--- src/rtl/dpll_pkg.sv ---
// Shared DPLL types: correction operation encoding and correction direction codes.
package dpll_pkg;

  // Operation applied to the DCO counter in the current cycle.
  typedef enum logic [1:0] {
    HOLD = 2'd0,
    ADV  = 2'd1,
    RET  = 2'd2
  } corr_op_t;

  // corr_dir encoding: advance shortens the half-period, retard lengthens it.
  localparam logic CORR_ADV = 1'b0;
  localparam logic CORR_RET = 1'b1;

endpackage

--- src/rtl/dco_corr_ctl.sv ---
// Phase-correction control for dco_div: ready/valid handshake, one-deep pending
// register and a lock that allows at most one correction per clk_out half-period.
// Ports:
//   clk, reset_n    clock, synchronous active-low reset
//   phase_clr_i     realign strobe (drops pending, clears lock, blocks accept)
//   active_i        divider running (half_q != 0)
//   toggle_i        clk_out toggles at the coming edge
//   corr_valid_i    correction request, corr_dir_i its direction
//   ready_c_o       correction accept (combinational)
//   op_c_o          operation to apply this cycle (decoded from pending register)
module dco_corr_ctl
  import dpll_pkg::*;
(
  input  logic     clk,
  input  logic     reset_n,
  input  logic     phase_clr_i,
  input  logic     active_i,
  input  logic     toggle_i,
  input  logic     corr_valid_i,
  input  logic     corr_dir_i,
  output logic     ready_c_o,
  output corr_op_t op_c_o
);

  logic pend_q, pend_d;
  logic dir_q, dir_d;
  logic lock_q, lock_d;
  logic accept_c;

  // Reset gating keeps ready low before half_q has a defined value.
  assign ready_c_o = reset_n && !pend_q && !lock_q && active_i && !phase_clr_i;
  assign accept_c  = corr_valid_i && ready_c_o;
  assign op_c_o    = !pend_q ? HOLD : ((dir_q == CORR_RET) ? RET : ADV);

  // Pending lives exactly one cycle; lock holds from apply until the next toggle.
  always_comb begin
    pend_d = 1'b0;
    dir_d  = dir_q;
    lock_d = lock_q;
    if (accept_c) begin
      pend_d = 1'b1;
      dir_d  = corr_dir_i;
    end
    if (phase_clr_i || !active_i || toggle_i) begin
      lock_d = 1'b0;
    end else if (pend_q) begin
      lock_d = 1'b1;
    end
  end

  always_ff @(posedge clk) begin
    if (!reset_n) begin
      pend_q <= 1'b0;
      dir_q  <= CORR_ADV;
      lock_q <= 1'b0;
    end else begin
      pend_q <= pend_d;
      dir_q  <= dir_d;
      lock_q <= lock_d;
    end
  end

endmodule

--- src/rtl/dco_div.sv ---
// Digitally controlled oscillator divider: clk_out toggles every half_q clk cycles,
// with single-step advance/retard phase corrections through a ready/valid port.
// Ports:
//   clk, reset_n          clock, synchronous active-low reset
//   half_n                requested half-period (0 = stopped), sampled into half_q
//   phase_clr             realign strobe: counter and clk_out to 0
//   corr_valid/corr_dir   correction request (0 = advance, 1 = retard)
//   corr_ready            correction accept
//   clk_out               divided clock (registered)
//   rise_p/fall_p         one-cycle pulses coincident with clk_out edges
//   adv_cnt/ret_cnt       applied-correction counters, only with DCO_DIV_STATUS_EN
// Build option: define DCO_DIV_STATUS_EN to add the saturating status counters.
module dco_div
  import dpll_pkg::*;
#(
  parameter int unsigned CNT_W  = 32,
  parameter int unsigned STEP   = 5,
  parameter int unsigned STAT_W = 16
) (
  input  logic              clk,
  input  logic              reset_n,
  input  logic [CNT_W-1:0]  half_n,
  input  logic              phase_clr,
  input  logic              corr_valid,
  input  logic              corr_dir,
  output logic              corr_ready,
  output logic              clk_out,
  output logic              rise_p,
  output logic              fall_p
`ifdef DCO_DIV_STATUS_EN
  ,
  output logic [STAT_W-1:0] adv_cnt,
  output logic [STAT_W-1:0] ret_cnt
`endif
);

  localparam int unsigned EXT_W = CNT_W + 1;

  if (STEP < 1) begin : g_step_chk
    $error("dco_div: STEP must be at least 1");
  end
  if (STAT_W < 1) begin : g_stat_chk
    $error("dco_div: STAT_W must be at least 1");
  end

  logic [CNT_W-1:0] cnt_q, cnt_d;
  logic [CNT_W-1:0] half_q, half_d;
  logic             clk_out_q, clk_out_d;
  logic             rise_q, rise_d;
  logic             fall_q, fall_d;
  logic [EXT_W-1:0] cnt_ext, step_ext, cnt_nxt;
  logic             active_c, toggle_c;
  corr_op_t         op_c;

  dco_corr_ctl u_corr_ctl (
    .clk          (clk),
    .reset_n      (reset_n),
    .phase_clr_i  (phase_clr),
    .active_i     (active_c),
    .toggle_i     (toggle_c),
    .corr_valid_i (corr_valid),
    .corr_dir_i   (corr_dir),
    .ready_c_o    (corr_ready),
    .op_c_o       (op_c)
  );

  // One extra bit so an advance near the top of the range cannot wrap before the compare.
  assign cnt_ext  = {1'b0, cnt_q};
  assign step_ext = EXT_W'(STEP);

  always_comb begin
    cnt_nxt = cnt_ext + EXT_W'(1);
    case (op_c)
      ADV:     cnt_nxt = cnt_ext + EXT_W'(1) + step_ext;
      // Below the floor the counter holds for one cycle instead of wrapping.
      RET:     cnt_nxt = (cnt_ext >= step_ext) ? (cnt_ext + EXT_W'(1) - step_ext) : cnt_ext;
      default: cnt_nxt = cnt_ext + EXT_W'(1);
    endcase
  end

  assign active_c = (half_q != '0);
  assign toggle_c = active_c && (cnt_nxt >= {1'b0, half_q});

  // Next-state: realign > stopped > toggle > count.
  always_comb begin
    cnt_d     = cnt_q;
    half_d    = half_q;
    clk_out_d = clk_out_q;
    rise_d    = 1'b0;
    fall_d    = 1'b0;
    if (phase_clr) begin
      cnt_d     = '0;
      half_d    = half_n;
      clk_out_d = 1'b0;
    end else if (!active_c) begin
      cnt_d  = '0;
      half_d = half_n;
    end else if (toggle_c) begin
      cnt_d     = '0;
      half_d    = half_n;
      clk_out_d = !clk_out_q;
      rise_d    = !clk_out_q;
      fall_d    = clk_out_q;
    end else begin
      cnt_d = cnt_nxt[CNT_W-1:0];
    end
  end

  always_ff @(posedge clk) begin
    if (!reset_n) begin
      cnt_q     <= '0;
      half_q    <= '0;
      clk_out_q <= 1'b0;
      rise_q    <= 1'b0;
      fall_q    <= 1'b0;
    end else begin
      cnt_q     <= cnt_d;
      half_q    <= half_d;
      clk_out_q <= clk_out_d;
      rise_q    <= rise_d;
      fall_q    <= fall_d;
    end
  end

  assign clk_out = clk_out_q;
  assign rise_p  = rise_q;
  assign fall_p  = fall_q;

`ifdef DCO_DIV_STATUS_EN
  logic [STAT_W-1:0] adv_q, adv_d;
  logic [STAT_W-1:0] ret_q, ret_d;

  // Count corrections that actually reach the counter, saturating at all-ones.
  always_comb begin
    adv_d = adv_q;
    ret_d = ret_q;
    if (active_c && !phase_clr) begin
      if ((op_c == ADV) && (adv_q != '1)) adv_d = adv_q + STAT_W'(1);
      if ((op_c == RET) && (ret_q != '1)) ret_d = ret_q + STAT_W'(1);
    end
  end

  always_ff @(posedge clk) begin
    if (!reset_n) begin
      adv_q <= '0;
      ret_q <= '0;
    end else begin
      adv_q <= adv_d;
      ret_q <= ret_d;
    end
  end

  assign adv_cnt = adv_q;
  assign ret_cnt = ret_q;
`endif

endmodule

--- config.mk ---
export PLATFORM = sky130hd
export DESIGN_NAME = dco_div
export DESIGN_NICKNAME = d
export VERILOG_FILES = /design/src/rtl/dpll_pkg.sv /design/src/rtl/dco_corr_ctl.sv /design/src/rtl/dco_div.sv
export SDC_FILE = /design/constraint.sdc
export NUM_CORES = 1
export LEC_CHECK = 0
export ABC_AREA = 0
export CAP_MARGIN = 20
export CELL_PAD_IN_SITES_DETAIL_PLACEMENT = 1
export CELL_PAD_IN_SITES_GLOBAL_PLACEMENT = 1
export CORE_MARGIN = 1.5
export CORE_UTILIZATION = 49
export CTS_CLUSTER_SIZE = 14
export DETAILED_ROUTE_END_ITERATION = 7
export PLACE_DENSITY_LB_ADDON = 0.1
export SETUP_SLACK_MARGIN = 0.02
export SKIP_LAST_GASP = 1
export SYNTH_ARGS = -nofsm -noshare
export SYNTH_HDL_FRONTEND = slang
export SYNTH_HIERARCHICAL = 1
export SYNTH_SLANG_ARGS = --single-unit
--- constraint.sdc ---
create_clock -name clk -period 14.75 [get_ports clk]
set_input_delay 2.2125 -clock clk [delete_from_list [all_inputs] [get_ports clk]]
set_output_delay 2.2125 -clock clk [all_outputs]
set_load 0.02 [all_outputs]
### After elaboration in Yosys (flattened, before gate mapping)

Index checks and enable logic that the tools add are counted.

| storage, ports and cells | value |
|---|---|
| latch bits | 0 |
| output and inout port bits | 4 |
| memories | 0 |
| memory bits (writable) | 0 |
| register bits after elaboration | 70 |
| memory bits (read-only) | 0 |
| bits of input ports | 37 |
| word-level logic and storage cells | 46 |

| operators by class | value |
|---|---|
| add/sub/neg operators | 3 |
| reduce and logical (&&, ||, !) cells | 19 |
| magnitude comparators | 2 |
| multiply operators | 0 |
| div/mod/pow operators | 0 |
| bitwise gates (word level) | 3 |
| shift operators | 0 |
| multiplexer cells | 8 |
| equality and inequality tests | 3 |

Operators with widths:

| cell | number |
|---|---|
| $mux 32 | 3 |
| $pmux 33 s2 | 1 |
| $add 32x1->33 const B | 1 |
| $add 33x3->33 const B | 1 |
| $ge 33x32->1 | 1 |
| $mux 33 | 1 |
| $sub 33x3->33 const B | 1 |
| $ge 32x3->1 const B | 1 |
| $reduce_bool 32->1 | 1 |
| $reduce_or 4->1 | 2 |
| $logic_and 1x1->1 | 6 |
| $logic_not 1->1 | 5 |
| $mux 2 | 2 |
| $reduce_or 2->1 | 2 |
| $ne 3x2->1 const B | 1 |
| $not 1->1 | 3 |
| $eq 2x1->1 const B | 1 |
| $eq 2x2->1 const B | 1 |
| $logic_or 1x1->1 | 2 |
| $reduce_and 2->1 | 1 |
| $mux 1 | 1 |

### Logic depth before layout (Yosys ltp)

| logic depth | value |
|---|---|
| word-level depth | 9 |
| gate-level depth with buffers | 25 |
| gate-level depth less buffers | 24 |

### Cells and area by module

Netlist, hierarchy kept.

By module, submodules not included:

| module | cells an instance | area each (µm²) | instances | seq. area each (µm²) |
|---|---|---|---|---|
| dco_div | 895 | 6,570.1 | 1 | 1,341.3 |
| dco_corr_ctl | 13 | 147.6 | 1 | 60.1 |

### Least setup slack after synthesis

OpenSTA, ideal clock, no wires.

| timing path | value |
|---|---|
| path type | reg2reg |
| start | register cnt_q[2] |
| end | register cnt_q[28] |
| arrival time | 6.394 ns |
| path slack | 8.281 ns |
| stages on the path, launching flop included | 24 |
| path buffers | 2 |
| library setup time | 0.074 ns |
| required time | 14.676 ns |
| clock period less this slack | 6.469 ns |
| path through | dfxtp_1 ha_1 nand3_1 or4_1 clkbuf_1 or2_2 xnor2_1 or4_4 or4b_2 nor3_1 mux2i_1 nor2_1 or3_1 ha_1 a21o_1 a211o_1 a21o_1 a21o_1 a21o_1 a211oi_1 nand2b_1 or4_4 buf_6 a31oi_2 |

| on the way | value |
|---|---|
| longest elaborated chain between the ends | 7 |
| elaborated cells between the ends (all ways) | 9 |
| classes of those cells | add/sub (3); order compare (2); mux (2); reduce/logical (2) |

Ends and longest elaborated chain:

| element | line | source |
|---|---|---|
| from (decl) | dco_div.sv:46 | `logic [CNT_W-1:0] cnt_q, cnt_d;` |
| from (signal assigned) | dco_div.sv:117 | `cnt_q <= cnt_d;` |
| $add 32x1->33 | dco_div.sv:74, dco_div.sv:76, dco_div.sv:77 |  |
| $sub 33x3->33 | dco_div.sv:76 | `RET: cnt_nxt = (cnt_ext >= step_ext) ? (cnt_ext + EXT_W'(1) - step_ext) : cnt_ext;` |
| $mux 33 | dco_div.sv:76 |  |
| $pmux 33 s2 (*) | dco_div.sv:73 | `case (op_c)` |
| named net cnt_nxt[27] | dco_div.sv:51 | `logic [EXT_W-1:0] cnt_ext, step_ext, cnt_nxt;` |
| $ge 33x32->1 (*) | dco_div.sv:82 | `assign toggle_c = active_c && (cnt_nxt >= {1'b0, half_q});` |
| $logic_and 1x1->1 (*) | dco_div.sv:82 |  |
| $reduce_or 4->1 (no source line) (*) | -- |  |

The timed path passes the listed nets; every way through them passes the cells marked *.
A chain may end at the register's enable or synchronous reset.

### Final worst setup path

| timing path | value |
|---|---|
| start | register cnt_q[2] |
| end | register half_q[21] |

| on the way | value |
|---|---|
| longest elaborated chain between the ends | 7 |
| elaborated cells between the ends (all ways) | 9 |
| classes of those cells | add/sub (3); order compare (2); eq/ne (1); mux (2); reduce/logical (1) |

Ends and longest elaborated chain:

| element | line | source |
|---|---|---|
| $add 32x1->33 | dco_div.sv:74, dco_div.sv:76, dco_div.sv:77 |  |
| $sub 33x3->33 | dco_div.sv:76 |  |
| $mux 33 | dco_div.sv:76 |  |
| $pmux 33 s2 (*) | dco_div.sv:73 |  |
| named net cnt_nxt[27] | dco_div.sv:51 |  |
| $ge 33x32->1 (*) | dco_div.sv:82 |  |
| $logic_and 1x1->1 (*) | dco_div.sv:82 |  |
| $ne 3x2->1 (no source line) (*) | -- |  |
| to (signal assigned) | dco_div.sv:118 | `half_q <= half_d;` |
| to (decl) | dco_div.sv:47 | `logic [CNT_W-1:0] half_q, half_d;` |

Marked as above.

==> out/metrics.yaml <==
die_x_microns: 120
post-route-util: 0.558
cts-resized-gates: 0
reg2reg_to: "half_q[21]"
ff2ff_path_depth: 23
synthCells: 908
final_nets: 984
gp_congestion: 0.921
vias: 6837
ys_seq_area_frac: 0.209
tns_ns: 0
worstHoldStart: "half_q[28]"
grt_pass1_vias: 6894
max_freq_mhz: 130
critPathKind: "register to register"
dieArea_sq_um: 14400
cp.required_ns: 15.00
critPathMostFrequentCell: "a21o_1"
drive_above_1_share: 0.0735
whs_endpoint: "half_q[28]"
area_growth_pct: 10.3
slew_violations: 0
critPathMaxStageDelay_ns: 0.78
pin_count: 41
ir_drop_mv: 0.0668
cp.arrival_ns: 7.95
maxCapViolCount: 0
ant_nets: 0
dp.cells: 1071
dp_hpwl_mm: 17.5
htreeDepth: 3
syn_nets: 985
vias_per_cell: 6.29
netlist_area_sq_um: 6720
finalCritPeriodShare: 0.522
worstSetupStartpointType: "register"
synth-seq-cells: 70
drc: 0
synth_edf_count: 0
crit_chain: "ha_1 -> nand3_1 -> or4_1 -> or2_2 -> xnor2_1 -> or4_4 -> or4b_2 -> nor3_1 -> mux2i_1 -> nor2_1 -> or3_1 -> ha_1 -> nand4_1 -> nor2_1 -> a211o_1 -> a21o_1 -> a21o_1 -> a21o_1 -> a211oi_1 -> nand2b_1 -> nor4_4 -> buf_4 -> mux2i_1"
p_leak_nw: 3.11
cp_max_fo: 32
yosysWarnings: 6
drt_iter0_markers: 424
grt_max_degree: 74
antenna_cells: 0
crit_slowest_cell: "or4b_2"
regArea_sq_um: 1400
cts_setup_buffers: 0
synthFlopType: "dfxtp_1"
start_util: 0.505
die_y_microns: 120
path_clk_slew_ns: 0.06
tightestPinTransition_ns: 0.989
holdPathStages: 2
hold_violations: 0
grt_util_all_layers: 0.321
setup_viol: 0
grt_pass1_wl_mm: 36.4
cts.sinks: 70
cts_root_buffer: "clkbuf_16"
grt_overflow_total: 0
outcome: "finished clean"
cts_tree: "built"
firstDrtPassIters: 5
reg2reg_from: "cnt_q[2]"
clk_path_buf_depth: 2
ys_types: 73
slew_headroom: 0.336
totalWireLength_mm: 22.9
hold_path_class: "register to register"
cellPowerDensity_nw_per_um2: 67.5
crit_path_end_kind: "register"
cts_buffers: 9
skew_ns: 0.0118
multi_input_area_sq_um: 4840
finalWorstPathRequiredPeriod_ns: 7.70
rsz0062_at_grt: "false"
hold_buffers: 0
fp-row-count: 42
synthArstFlopShare: 0
core_sq_um: 13300
grt_antenna_before_repair: 0
rrSetupSlack_ns: 7.05
io_buffers: 40
syn_avg_cell_area_sq_um: 7.40
clk-insertion-delay-late_ns: 0.34
wire_per_inst_microns: 21.1
final_cells: 1087
fillers: 1665
-- final cells by class --
| cell class | instances | share of cell area |
|---|---|---|
| Multi-Input combinational cell | 726 | 0.653 |
| Sequential cell | 70 | 0.189 |
| Timing Repair Buffer | 49 | 0.0630 |
| Clock buffer | 11 | 0.0327 |
| Tap cell | 176 | 0.0297 |
| Inverter | 51 | 0.0258 |
| Clock inverter | 4 | 0.00641 |
-- per-stage QoR --
stage               power (W)  instance area [sq um]  hold WS (ns)  setup slack [ns]
global placement     0.000279                   7110         0.457              7.18
finish               0.000500                   7410         0.488              7.05
global route         0.000519                   7410         0.510              6.67
CTS                  0.000501                   7400         0.487              6.81
detailed placement   0.000284                   7110         0.471              6.84
floorplan            0.000257                   6720         0.444              8.28
-- routing by layer --
metal  track usage  part of all wire
met3        0.0385             0.055
met4         0.108             0.022
met5             0                 0
met2         0.523              0.46
met1         0.440              0.46
-- Yosys cell counts (4+ instances only) --
| cell type | instances | area [sq um] |
|---|---|---|
| o21ai_0 | 31 | 155 |
| nand2b_1 | 7 | 43.8 |
| buf_2 | 12 | 60.1 |
| or3_1 | 10 | 62.6 |
| a211oi_1 | 6 | 45.0 |
| a22oi_1 | 4 | 30.0 |
| or2_2 | 9 | 56.3 |
| o22ai_1 | 4 | 25.0 |
| o221ai_1 | 7 | 61.3 |
| inv_1 | 51 | 191 |
| a21o_1 | 18 | 135 |
| a31oi_2 | 4 | 50.1 |
| nor2b_1 | 4 | 25.0 |
| xnor2_1 | 20 | 175 |
| mux2i_1 | 50 | 500 |
| nor4_1 | 32 | 200 |
| dfxtp_1 | 70 | 1400 |
| nor3b_1 | 4 | 30.0 |
| and3_1 | 8 | 50.1 |
| a21oi_1 | 38 | 190 |
| or4_1 | 6 | 45.0 |
| nor3_1 | 30 | 150 |
| mux2_2 | 10 | 113 |
| o211ai_1 | 6 | 45.0 |
| a31oi_1 | 10 | 62.6 |
| nand4_1 | 29 | 181 |
| nor4b_1 | 4 | 35.0 |
| o31a_1 | 7 | 61.3 |
| nand3_1 | 29 | 145 |
| nor2_1 | 67 | 251 |
| buf_6 | 5 | 56.3 |
| and4_1 | 5 | 43.8 |
| nand2_1 | 125 | 469 |
| buf_1 | 5 | 18.8 |
| ha_1 | 40 | 500 |
| xor2_1 | 15 | 131 |
| clkbuf_1 | 38 | 143 |
| and2_1 | 34 | 213 |
-- cells in the final DEF (no fill, tap or decap), types with 4 or more instances in the layout --
cell	instances
nor2b_1	4
o31a_1	7
or4_1	6
ha_1	39
o211ai_1	6
o221ai_1	7
nand4_1	29
buf_4	8
inv_1	51
xor2_1	15
or2_2	9
nor2_1	67
nand2_1	125
nor4_1	32
clkdlybuf4s50_1	39
mux2i_1	50
nand2b_1	7
mux2_2	10
a211oi_1	6
a21oi_1	38
xnor2_1	20
and2_1	34
nor3b_1	4
nor4b_1	4
a31oi_2	4
a21o_1	18
nor3_1	30
o21ai_0	31
a31oi_1	10
o22ai_1	4
dfxtp_1	70
and3_1	8
a22oi_1	4
clkbuf_16	9
nand3_1	29
or3_1	10
and4_1	5
-- registers in the layout, indices dropped and copies added (netlist names) --
signal	count
clk_out	1
cnt_q	32
rise_p	1
u_corr_ctl/dir_q	1
half_q	32
u_corr_ctl/lock_q	1
fall_p	1
u_corr_ctl/pend_q	1
-- worst max path at each step --
stage               startpoint    endpoint  cells past startpoint
floorplan             cnt_q[2]   cnt_q[28]                     23
global placement      cnt_q[2]   cnt_q[27]                     21
detailed placement    cnt_q[2]    cnt_q[3]                     22
CTS                   cnt_q[2]   cnt_q[27]                     22
global route          cnt_q[2]  half_q[21]                     23
finish                cnt_q[2]  half_q[21]                     23
-- critical path: cells and delay by family, from the launching register on --
| family | cells | cell delay, ns |
|---|---|---|
| and+or+nand+nor | 12 | 3.92 |
| AOI/OAI and AO/OA | 5 | 1.15 |
| DFF | 1 | 0.64 |
| adders and majority gates | 2 | 0.64 |
| muxes | 2 | 0.50 |
| buffers and inverters | 1 | 0.48 |
| xor gates and xnor gates | 1 | 0.25 |
-- report_power, final --
| group | switching (W) | internal (W) | leakage (nW) |
|---|---|---|---|
| logic | 0.0000431 | 0.0000338 | 2.39 |
| registers | 0.00000806 | 0.000196 | 0.571 |
| clock network | 0.0000849 | 0.000134 | 0.141 |
-- kinds of logic after synthesis --
logic type	count (synthesis)	share of synthesized area
AND/OR/NAND/NOR	423	0.336
AO/OA/AOI/OAI	168	0.173
buffers and inverters	112	0.0710
flip-flops	70	0.209
multiplexers	60	0.0913
adder cells (fa/ha/maj)	40	0.0745
XOR/XNOR	35	0.0456
(Power assumes the default switching activity.)
